==> config.mk <==
export PLATFORM = sky130hd
export DESIGN_NAME = irq_arbiter
export DESIGN_NICKNAME = d
export VERILOG_FILES = /design/src/rtl/irq_arbiter.sv
export SDC_FILE = /design/constraint.sdc
export NUM_CORES = 1
export LEC_CHECK = 0
export BUFFER_PORTS_ARGS = -buffer_cell sky130_fd_sc_hd__clkbuf_2
export CAP_MARGIN = 20
export CORE_ASPECT_RATIO = 1.25
export CORE_UTILIZATION = 44
export DETAILED_ROUTE_END_ITERATION = 6
export PLACE_DENSITY = 0.73
export SYNTH_ARGS = -nofsm -noshare
export SYNTH_HDL_FRONTEND = slang
export SYNTH_SLANG_ARGS = --single-unit
==> constraint.sdc <==
create_clock -name clk -period 1.55 [get_ports clk]
set_input_delay 0.31 -clock clk [delete_from_list [all_inputs] [get_ports clk]]
set_output_delay 0.31 -clock clk [all_outputs]
set_load 0.05 [all_outputs]
==> src/rtl/irq_arbiter.sv <==
// NMOS-6502 interrupt front end: synchronises IRQ/NMI pins, latches pending state,
// arbitrates NMI-first then lowest index, and hands one request to the CPU via req/ack.
module irq_arbiter #(
  parameter int NUM_SRC     = 4,
  parameter int SYNC_STAGES = 2,
  parameter int IDX_W       = 2
) (
  input  logic               clk,
  input  logic               reset_n,
  input  logic               rdy,
  input  logic [NUM_SRC-1:0] src_n,
  input  logic               nmi_n,
  input  logic [NUM_SRC-1:0] edge_mode,
  input  logic [NUM_SRC-1:0] src_mask,
  input  logic               i_flag,
  input  logic [NUM_SRC-1:0] sw_clr,
  input  logic               int_ack,
  output logic               int_req,
  output logic               int_is_nmi,
  output logic [IDX_W-1:0]   int_src,
  output logic [NUM_SRC-1:0] pending,
  output logic               nmi_pending
);

  typedef enum logic [1:0] {
    ST_IDLE    = 2'd0,
    ST_REQ     = 2'd1,
    ST_SERVICE = 2'd2,
    ST_HOLDOFF = 2'd3
  } state_t;

  logic [SYNC_STAGES-1:0][NUM_SRC-1:0] src_sync_r;
  logic [SYNC_STAGES-1:0]              nmi_sync_r;
  logic [NUM_SRC-1:0]                  src_prev_r;
  logic                                nmi_prev_r;
  logic [NUM_SRC-1:0]                  pending_r;
  logic                                nmi_pending_r;
  state_t                              state_r;
  logic                                int_req_r;
  logic                                int_is_nmi_r;
  logic [IDX_W-1:0]                    int_src_r;

  logic [NUM_SRC-1:0] src_sync_s;
  logic [NUM_SRC-1:0] src_fall_s;
  logic               nmi_fall_s;
  logic [NUM_SRC-1:0] elig_s;
  logic               irq_any_s;
  logic               any_s;
  logic               presented_ok_s;
  logic [IDX_W-1:0]   low_idx_s;
  logic [NUM_SRC-1:0] svc_clr_s;
  logic               svc_nmi_s;
  logic [NUM_SRC-1:0] pending_nx_s;
  logic               nmi_pending_nx_s;
  state_t             state_nx_s;
  logic               int_req_nx_s;
  logic               int_is_nmi_nx_s;
  logic [IDX_W-1:0]   int_src_nx_s;

  assign src_sync_s     = src_sync_r[SYNC_STAGES-1];
  assign src_fall_s     = src_prev_r & ~src_sync_s;
  assign nmi_fall_s     = nmi_prev_r & ~nmi_sync_r[SYNC_STAGES-1];
  assign elig_s         = pending_r & src_mask;
  assign irq_any_s      = (|elig_s) & ~i_flag;
  assign any_s          = nmi_pending_r | irq_any_s;
  assign presented_ok_s = pending_r[int_src_r] & src_mask[int_src_r] & ~i_flag;

  // Pin synchronisers and previous-value flops; they idle at 1 (inactive).
  always_ff @(posedge clk or negedge reset_n) begin
    if (!reset_n) begin
      src_sync_r <= '1;
      nmi_sync_r <= '1;
      src_prev_r <= '1;
      nmi_prev_r <= 1'b1;
    end else begin
      src_sync_r <= {src_sync_r[SYNC_STAGES-2:0], src_n};
      nmi_sync_r <= {nmi_sync_r[SYNC_STAGES-2:0], nmi_n};
      src_prev_r <= src_sync_s;
      nmi_prev_r <= nmi_sync_r[SYNC_STAGES-1];
    end
  end

  // Lowest-index eligible source, scanned from the top so the lowest one wins.
  always_comb begin
    low_idx_s = {IDX_W{1'b0}};
    for (int i = NUM_SRC - 1; i >= 0; i--) begin
      low_idx_s = elig_s[i] ? IDX_W'(i) : low_idx_s;
    end
  end

  // Arbitration FSM next state and registered-output next values; rdy=0 holds everything.
  always_comb begin
    state_nx_s      = state_r;
    int_req_nx_s    = int_req_r;
    int_is_nmi_nx_s = int_is_nmi_r;
    int_src_nx_s    = int_src_r;
    svc_clr_s       = {NUM_SRC{1'b0}};
    svc_nmi_s       = 1'b0;
    if (rdy) begin
      case (state_r)
        ST_IDLE: begin
          if (any_s) begin
            state_nx_s      = ST_REQ;
            int_req_nx_s    = 1'b1;
            int_is_nmi_nx_s = nmi_pending_r;
            int_src_nx_s    = nmi_pending_r ? {IDX_W{1'b0}} : low_idx_s;
          end else begin
            int_req_nx_s    = 1'b0;
          end
        end
        ST_REQ: begin
          if (int_ack) begin
            state_nx_s      = ST_SERVICE;
            int_req_nx_s    = 1'b0;
          end else if (!int_is_nmi_r && nmi_pending_r) begin
            int_is_nmi_nx_s = 1'b1;
            int_src_nx_s    = {IDX_W{1'b0}};
          end else if (!int_is_nmi_r && !presented_ok_s) begin
            state_nx_s      = ST_IDLE;
            int_req_nx_s    = 1'b0;
          end else if (!int_is_nmi_r) begin
            int_src_nx_s    = low_idx_s;
          end else begin
            int_src_nx_s    = {IDX_W{1'b0}};
          end
        end
        ST_SERVICE: begin
          state_nx_s   = ST_HOLDOFF;
          int_req_nx_s = 1'b0;
          if (int_is_nmi_r) begin
            svc_nmi_s = 1'b1;
          end else begin
            svc_clr_s = NUM_SRC'(1'b1) << int_src_r;
          end
        end
        ST_HOLDOFF: begin
          state_nx_s   = ST_IDLE;
          int_req_nx_s = 1'b0;
        end
        default: begin
          state_nx_s   = ST_IDLE;
          int_req_nx_s = 1'b0;
        end
      endcase
    end else begin
      state_nx_s = state_r;
    end
  end

  // A detected edge always wins over a same-cycle clear; level sources just follow the pin.
  assign pending_nx_s = (edge_mode & (src_fall_s | (pending_r & ~(sw_clr | svc_clr_s))))
                      | (~edge_mode & ~src_sync_s);
  assign nmi_pending_nx_s = nmi_fall_s | (nmi_pending_r & ~svc_nmi_s);

  // Pending latches, FSM state and the request outputs.
  always_ff @(posedge clk or negedge reset_n) begin
    if (!reset_n) begin
      pending_r     <= {NUM_SRC{1'b0}};
      nmi_pending_r <= 1'b0;
      state_r       <= ST_IDLE;
      int_req_r     <= 1'b0;
      int_is_nmi_r  <= 1'b0;
      int_src_r     <= {IDX_W{1'b0}};
    end else begin
      pending_r     <= pending_nx_s;
      nmi_pending_r <= nmi_pending_nx_s;
      state_r       <= state_nx_s;
      int_req_r     <= int_req_nx_s;
      int_is_nmi_r  <= int_is_nmi_nx_s;
      int_src_r     <= int_src_nx_s;
    end
  end

  assign int_req     = int_req_r;
  assign int_is_nmi  = int_is_nmi_r;
  assign int_src     = int_src_r;
  assign pending     = pending_r;
  assign nmi_pending = nmi_pending_r;

endmodule

==> results of run 1 <==
metrics by stage:
step	cells	instance area, µm²	worst slack, ps	util (%)	power [W]
floorplan	86	1046	-298.1	-	0.001271
global placement	160	1335	-175.4	60.38	0.001495
detailed placement	160	1335	-224.3	60.38	0.001514
CTS	165	1398	-202.1	63.21	0.001973
global route	165	1434	-248.8	64.86	0.002121
finish	165	1434	-206.3	64.86	0.002011
cells by family after synthesis:
kind of cell	Yosys count	share of synthesized area [%]
AOI/OAI and AO/OA	20	12.71
buffers and inverters	5	2.300
DFF	26	64.77
muxes	3	4.358
and+or+nand+nor	32	15.86
power by group through the flow:
| stage | registers, W | logic [W] | clock network, W |
|---|---|---|---|
| floorplan | 0.00103 | 0.000245 | 0 |
| global placement | 0.000888 | 0.000606 | 0 |
| detailed placement | 0.000892 | 0.000622 | 0 |
| CTS | 0.000881 | 0.000625 | 0.000467 |
| global route | 0.000905 | 0.000724 | 0.000492 |
| finish | 0.000891 | 0.000666 | 0.000454 |
cells in the mapped netlist, types with 3 or more instances:
cell type	n	share of area, %
inv_1	3	1.1
nor2_1	4	1.5
o32ai_1	3	2.5
nand3b_1	3	2.2
dfstp_2	15	38
dfrtp_1	11	27
nand2_1	12	4.4
o21ai_0	5	2.4
nor2b_1	4	2.4
critical path, stage by stage, from the launching register on:
cell and delay [ps]:
dfrtp_2 420, nand2_1 50, mux4_2 470, o21a_1 210, o21ai_2 190, mux2_4 320
flip-flops by register name, summed over array words and instances (netlist names), named ones only:
signal       count
int_req          1
src_sync_r       4
int_src          2
int_is_nmi       1
src_sync_s       4
pending          4
nmi_sync_r       2
nmi_prev_r       1
src_prev_r       4
nmi_pending      1
state_r          1
cell type report:
cell class | count | area (µm²) | share of cell area [%]
clock buffer | 3 | 22.52 | 1.571
clock inverter | 1 | 30.03 | 2.094
inverter | 3 | 11.26 | 0.7853
multi-input combinational | 55 | 382.9 | 26.70
sequential | 26 | 675.6 | 47.12
tap | 31 | 38.79 | 2.705
timing repair buffer | 46 | 272.8 | 19.02
layer usage:
metal | share of wire (%) | track usage, %
met5 | 0 | 0
met4 | 2.3 | 10.82
met3 | 3.6 | 2.273
met2 | 48 | 29.19
met1 | 46 | 25.27
worst max-delay path by stage:
stage                                       from                endpoint  depth (start not counted)
final                       pending[3]$_DFF_PN0_  int_src[1]$_DFFE_PN0P_                          5
after CTS                   pending[3]$_DFF_PN0_  int_src[1]$_DFFE_PN0P_                          5
after floorplan           int_src[0]$_DFFE_PN0P_  int_src[0]$_DFFE_PN0P_                          4
after global routing        pending[3]$_DFF_PN0_  int_src[1]$_DFFE_PN0P_                          5
after detailed placement             src_mask[2]  int_src[1]$_DFFE_PN0P_                          6
after global placement               src_mask[2]  int_src[0]$_DFFE_PN0P_                          6
repair_timing:
item | in CTS | in global routing
setup endpoints to repair | 4 | 5
hold buffers | 1 | 0
gates resized for setup | 0 | 10
pin swaps | 1 | 0
cloned | 0 | 0
endpoints found under the hold margin | 11 | 0
==> impl_metrics.tcl, run 1 <==
set metrics [dict create \
    status "finished, violations left" \
    violations "negative setup slack" \
    postSynthAreaPerCell_um2 12.02 \
    worstMarginPinSlew_ps 624.2 \
    worstHoldPathType "input pin to flip-flop" \
    hp-start "src_n[2]" \
    ys_seq_elements 26 \
    p_sw_share_pct 34.28 \
    tritoncts "yes" \
    critical_path_arrival_ps 1980 \
    holdWs_ps 43.06 \
    grtUsageTotal_pct 19.00 \
    startpoint_type "flip-flop" \
    clock_latency_ps 320 \
    rows 19 \
    yosysUniqueCellTypes 29 \
    routed_wl_um 2186 \
    grt_start_max_net_pins 27 \
    mostFrequentLayoutCells "clkbuf_2 (29), dfstp_2 (15), buf_4 (15)" \
    rsz0062_at_grt "yes" \
    num_vias 871 \
    power.density_mw_per_mm2 1403 \
    layout_commonest_cell "clkbuf_2" \
    cap_viol_max_count 0 \
    clk_pin_slew_ps 140 \
    hold_path_end "src_sync_r[2]$_DFF_PN1_" \
    drc 0 \
    p_seq_share_pct 44.3 \
    fin_crit_sh_pct 113.3 \
    slew_headroom_pct 58.39 \
    ys.flop_type "dfstp_2" \
    syn_inst 86 \
    nets 157 \
    ctsRootBufferMaster "clkbuf_4" \
    ys_seq_area_share_pct 64.77 \
    clk_path_buf_depth 2 \
    grt_pass1_vias 885 \
    htree_levels 1 \
    regToRegSetupSlack_ps -210 \
    dpl.hpwl_um 1603 \
    grt_pass1_wl_um 3567 \
    crit_type "flip-flop to flip-flop" \
    cp_max_fo 4 \
    clock_skew_ps 18.64 \
    clkPwrFrac_pct 22.6 \
    fp.coreArea_mm2 0.002211 \
    cts_setup_buffers 0 \
    period_needed_ps 1756 \
    timing.final.ws_setup_ps -206.3 \
    synth_nets 108 \
    die_area_mm2 0.002548 \
    p_int_w 0.001322 \
    comb_power_share_pct 33.1 \
    ir_drop_mv 0.7936 \
    cts.sinks 26 \
    avgRoutedWirePerCell_um 13.25 \
    drtPass1Iterations 4 \
    die_w_um 45.35 \
    port_buffers 30 \
    setup_violations 4 \
    cts_buffers 3 \
    syn_to_final_growth_pct 38.74 \
    reg2reg_depth 5 \
    min_path_cells 1 \
    yosys_warnings 0 \
    grt_antenna_before_repair 0 \
    leakagePower_nw 0.6426 \
    globalplace.congestion 0.8683 \
    initial_core_util_pct 46.75 \
    slew_viol_final 0 \
    vias_per_cell 5.279 \
    grt-ovfl-total 0 \
    crit_path_end_kind "flip-flop" \
    fmax_mhz 569.4 \
    critPathRequiredTime_ps 1780 \
    fp.dieH_um 56.19 \
    netlist_area_mm2 0.001033 \
    postRouteAntennaNets 0 \
    drtIter0Drc 7 \
    r2r-end "int_src[1]$_DFFE_PN0P_" \
    async_flop_share_pct 100.0 \
    n_fill_cell 176 \
    post_route_cells_drive_above_1_share_pct 59.70 \
    r2r-start "pending[3]$_DFF_PN0_" \
    switchingPower_w 0.0006894 \
    setup-tns-final_ps -728.4 \
    diodes 0 \
    ios 31 \
    synth_edf_count 0 \
    finalHoldViolCount 0 \
]
Power figures use the tool's default switching activity.
==> run 2, diff against run 1 <==
--- a/config.mk
+++ b/config.mk
@@ -5,12 +5,13 @@
 export SDC_FILE = /design/constraint.sdc
 export NUM_CORES = 1
 export LEC_CHECK = 0
-export BUFFER_PORTS_ARGS = -buffer_cell sky130_fd_sc_hd__clkbuf_2
+export BUFFER_PORTS_ARGS = -buffer_cell sky130_fd_sc_hd__buf_4
 export CAP_MARGIN = 20
 export CORE_ASPECT_RATIO = 1.25
 export CORE_UTILIZATION = 44
 export DETAILED_ROUTE_END_ITERATION = 6
 export PLACE_DENSITY = 0.73
+export SETUP_SLACK_MARGIN = 0.5
 export SYNTH_ARGS = -nofsm -noshare
 export SYNTH_HDL_FRONTEND = slang
 export SYNTH_SLANG_ARGS = --single-unit
==> run 2 against run 1 <==
The run still ends with negative setup slack left. Worst hold slack better by 48 ps. Count of clock-buffer cells in the layout increased by 1. Wire length up 26%. Sequential cell count unchanged. Non-clock buffer count increased by 9. Die area is the same. Global-route usage is 5.4 points higher. Clock power is 37% lower. Final area is 17% higher. Critical endpoint is now int_req$_DFFE_PN0P_.
==> impl_metrics.tcl, run 2 (synthesis results as in run 1) <==
set metrics [dict create \
    status "finished, violations left" \
    violations "negative setup slack" \
    grt_start_max_net_pins 27 \
    finalHoldViolCount 0 \
    fp.dieH_um 56.19 \
    grtUsageTotal_pct 24.36 \
    clkPwrFrac_pct 13.3 \
    grt_antenna_before_repair 0 \
    grt-ovfl-total 0 \
    post_route_cells_drive_above_1_share_pct 65.03 \
    rows 19 \
    comb_power_share_pct 45.2 \
    power_w 0.002148 \
    cap_viol_max_count 0 \
    fin_crit_sh_pct 115.4 \
    tritoncts "yes" \
    multi_input_area_um2 409.1 \
    layout_commonest_cell "buf_4" \
    ios 31 \
    num_vias 910 \
    period_needed_ps 1788 \
    clock_skew_ps 1.870 \
    critical_path_arrival_ps 2010 \
    die_w_um 45.35 \
    nets 166 \
    ctsRootBufferMaster "clkbuf_4" \
    initial_core_util_pct 46.75 \
    grt_pass1_wl_um 4457 \
    slew_headroom_pct 73.53 \
    cp_max_fo 2 \
    place_ws_ps -198.3 \
    startpoint_type "flip-flop" \
    htree_levels 1 \
    grt_pass1_vias 1005 \
    die_area_mm2 0.002548 \
    port_buffers 30 \
    switchingPower_w 0.0007771 \
    n_fill_cell 153 \
    critPathRequiredTime_ps 1770 \
    drtPass1Iterations 4 \
    leakagePower_nw 0.7230 \
    holdWs_ps 91.52 \
    fmax_mhz 559.1 \
    power.density_mw_per_mm2 1282 \
    drc 0 \
    cts_buffers 3 \
    avgRoutedWirePerCell_um 15.84 \
    crit_type "flip-flop to flip-flop" \
    setup_violations 4 \
    placed_cell_area_mm2 0.001428 \
    slew_viol_final 0 \
    fp.coreArea_mm2 0.002211 \
    seqCellArea_um2 680.7 \
    p_sw_share_pct 36.18 \
    drtIter0Drc 27 \
    dp_cells 161 \
    ir_drop_mv 0.8703 \
    clk_path_buf_depth 2 \
    vias_per_cell 5.230 \
    rsz0062_at_grt "yes" \
    clk_pin_slew_ps 130 \
    worstHoldPathType "input pin to flip-flop" \
    mostFrequentLayoutCells "buf_4 (37), dfstp_2 (15), nand2_1 (11)" \
    cts.sinks 26 \
    final_cells 174 \
    clock_latency_ps 310 \
    crit_path_end_kind "flip-flop" \
    routed_wl_um 2756 \
    globalplace.congestion 0.9954 \
    timing.final.ws_setup_ps -238.4 \
    dpl.hpwl_um 1735 \
    worstMarginPinSlew_ps 392.8 \
    diodes 0 \
    p_int_w 0.001371 \
    stdcell_area_mm2 0.001675 \
    syn_to_final_growth_pct 62.11 \
    postRouteAntennaNets 0 \
    p_seq_share_pct 41.6 \
]
## run 2: changes by cell type in the layout (fill, tap and decap cells not counted), sizes merged
cell,previous run,this run
bufinv,1,0
buf,16,54
clkbuf,32,4
## run 2: cell type report
class | count | area share, %
clock buffers | 4 | 1.568
inverters | 3 | 0.6721
multi-input cells | 55 | 24.42
flip-flops and latches | 26 | 40.63
well taps | 31 | 2.315
repair buffers | 55 | 30.40
## run 2: through the flow
stage	utilization, %	setup TNS, ps
4_1_cts	73.51	-692.6
3_5_place_dp	64.57	-751.3
5_1_grt	75.78	-1021
3_3_place_gp	64.57	-604.7
6_report	75.78	-860.0
2_1_floorplan	-	-1084
## run 2: what timing repair did
item,in CTS,in global routing
endpoints found under the setup margin,19,19
buffers inserted,5,3
pin swaps,4,1
hold buffers,1,0
cloned,0,0
hold endpoints to repair,11,0
gates resized for setup,31,7
## run 2: worst max-delay path, stage by stage, from the launching register on
cell and delay [ps]:
dfrtp_2 400, nand2_1 90, mux4_2 470, o21a_1 210, or3_1 330, o21ai_1 210
## run 2: power by group through the flow
stage | Combinational (W) | Sequential [W] | Clock (W)
floorplan | 0.000255 | 0.00104 | 0
global placement | 0.000666 | 0.000889 | 0
detailed placement | 0.000684 | 0.000898 | 0
CTS | 0.000895 | 0.000878 | 0.000299
global route | 0.00101 | 0.000904 | 0.000334
finish | 0.000970 | 0.000893 | 0.000285
## run 2: final timing paths
path / slack (ps) / startpoint / endpoint / depth (start not counted)
max: -240 / pending[0]$_DFF_PN0_ / int_req$_DFFE_PN0P_ / 5
max reg2reg: -240 / pending[0]$_DFF_PN0_ / int_req$_DFFE_PN0P_ / 5
min reg2reg: 370 / nmi_sync_r[0]$_DFF_PN1_ / nmi_sync_r[1]$_DFF_PN1_ / 0
max in group asynchronous: 830 / reset_n / nmi_sync_r[1]$_DFF_PN1_ / 2
min in group asynchronous: 430 / reset_n / int_req$_DFFE_PN0P_ / 2
min: 90 / src_n[2] / src_sync_r[2]$_DFF_PN1_ / 1
## run 2: layer usage
metal / GRT usage, % / vias to the layer above / share of wire (%)
met5: 0 / - / 0
met4: 9.091 / 0 / 1.2
met3: 1.948 / 4 / 2.8
met2: 41.82 / 28 / 58
met1: 30.85 / 456 / 38
li1: - / 422 / -
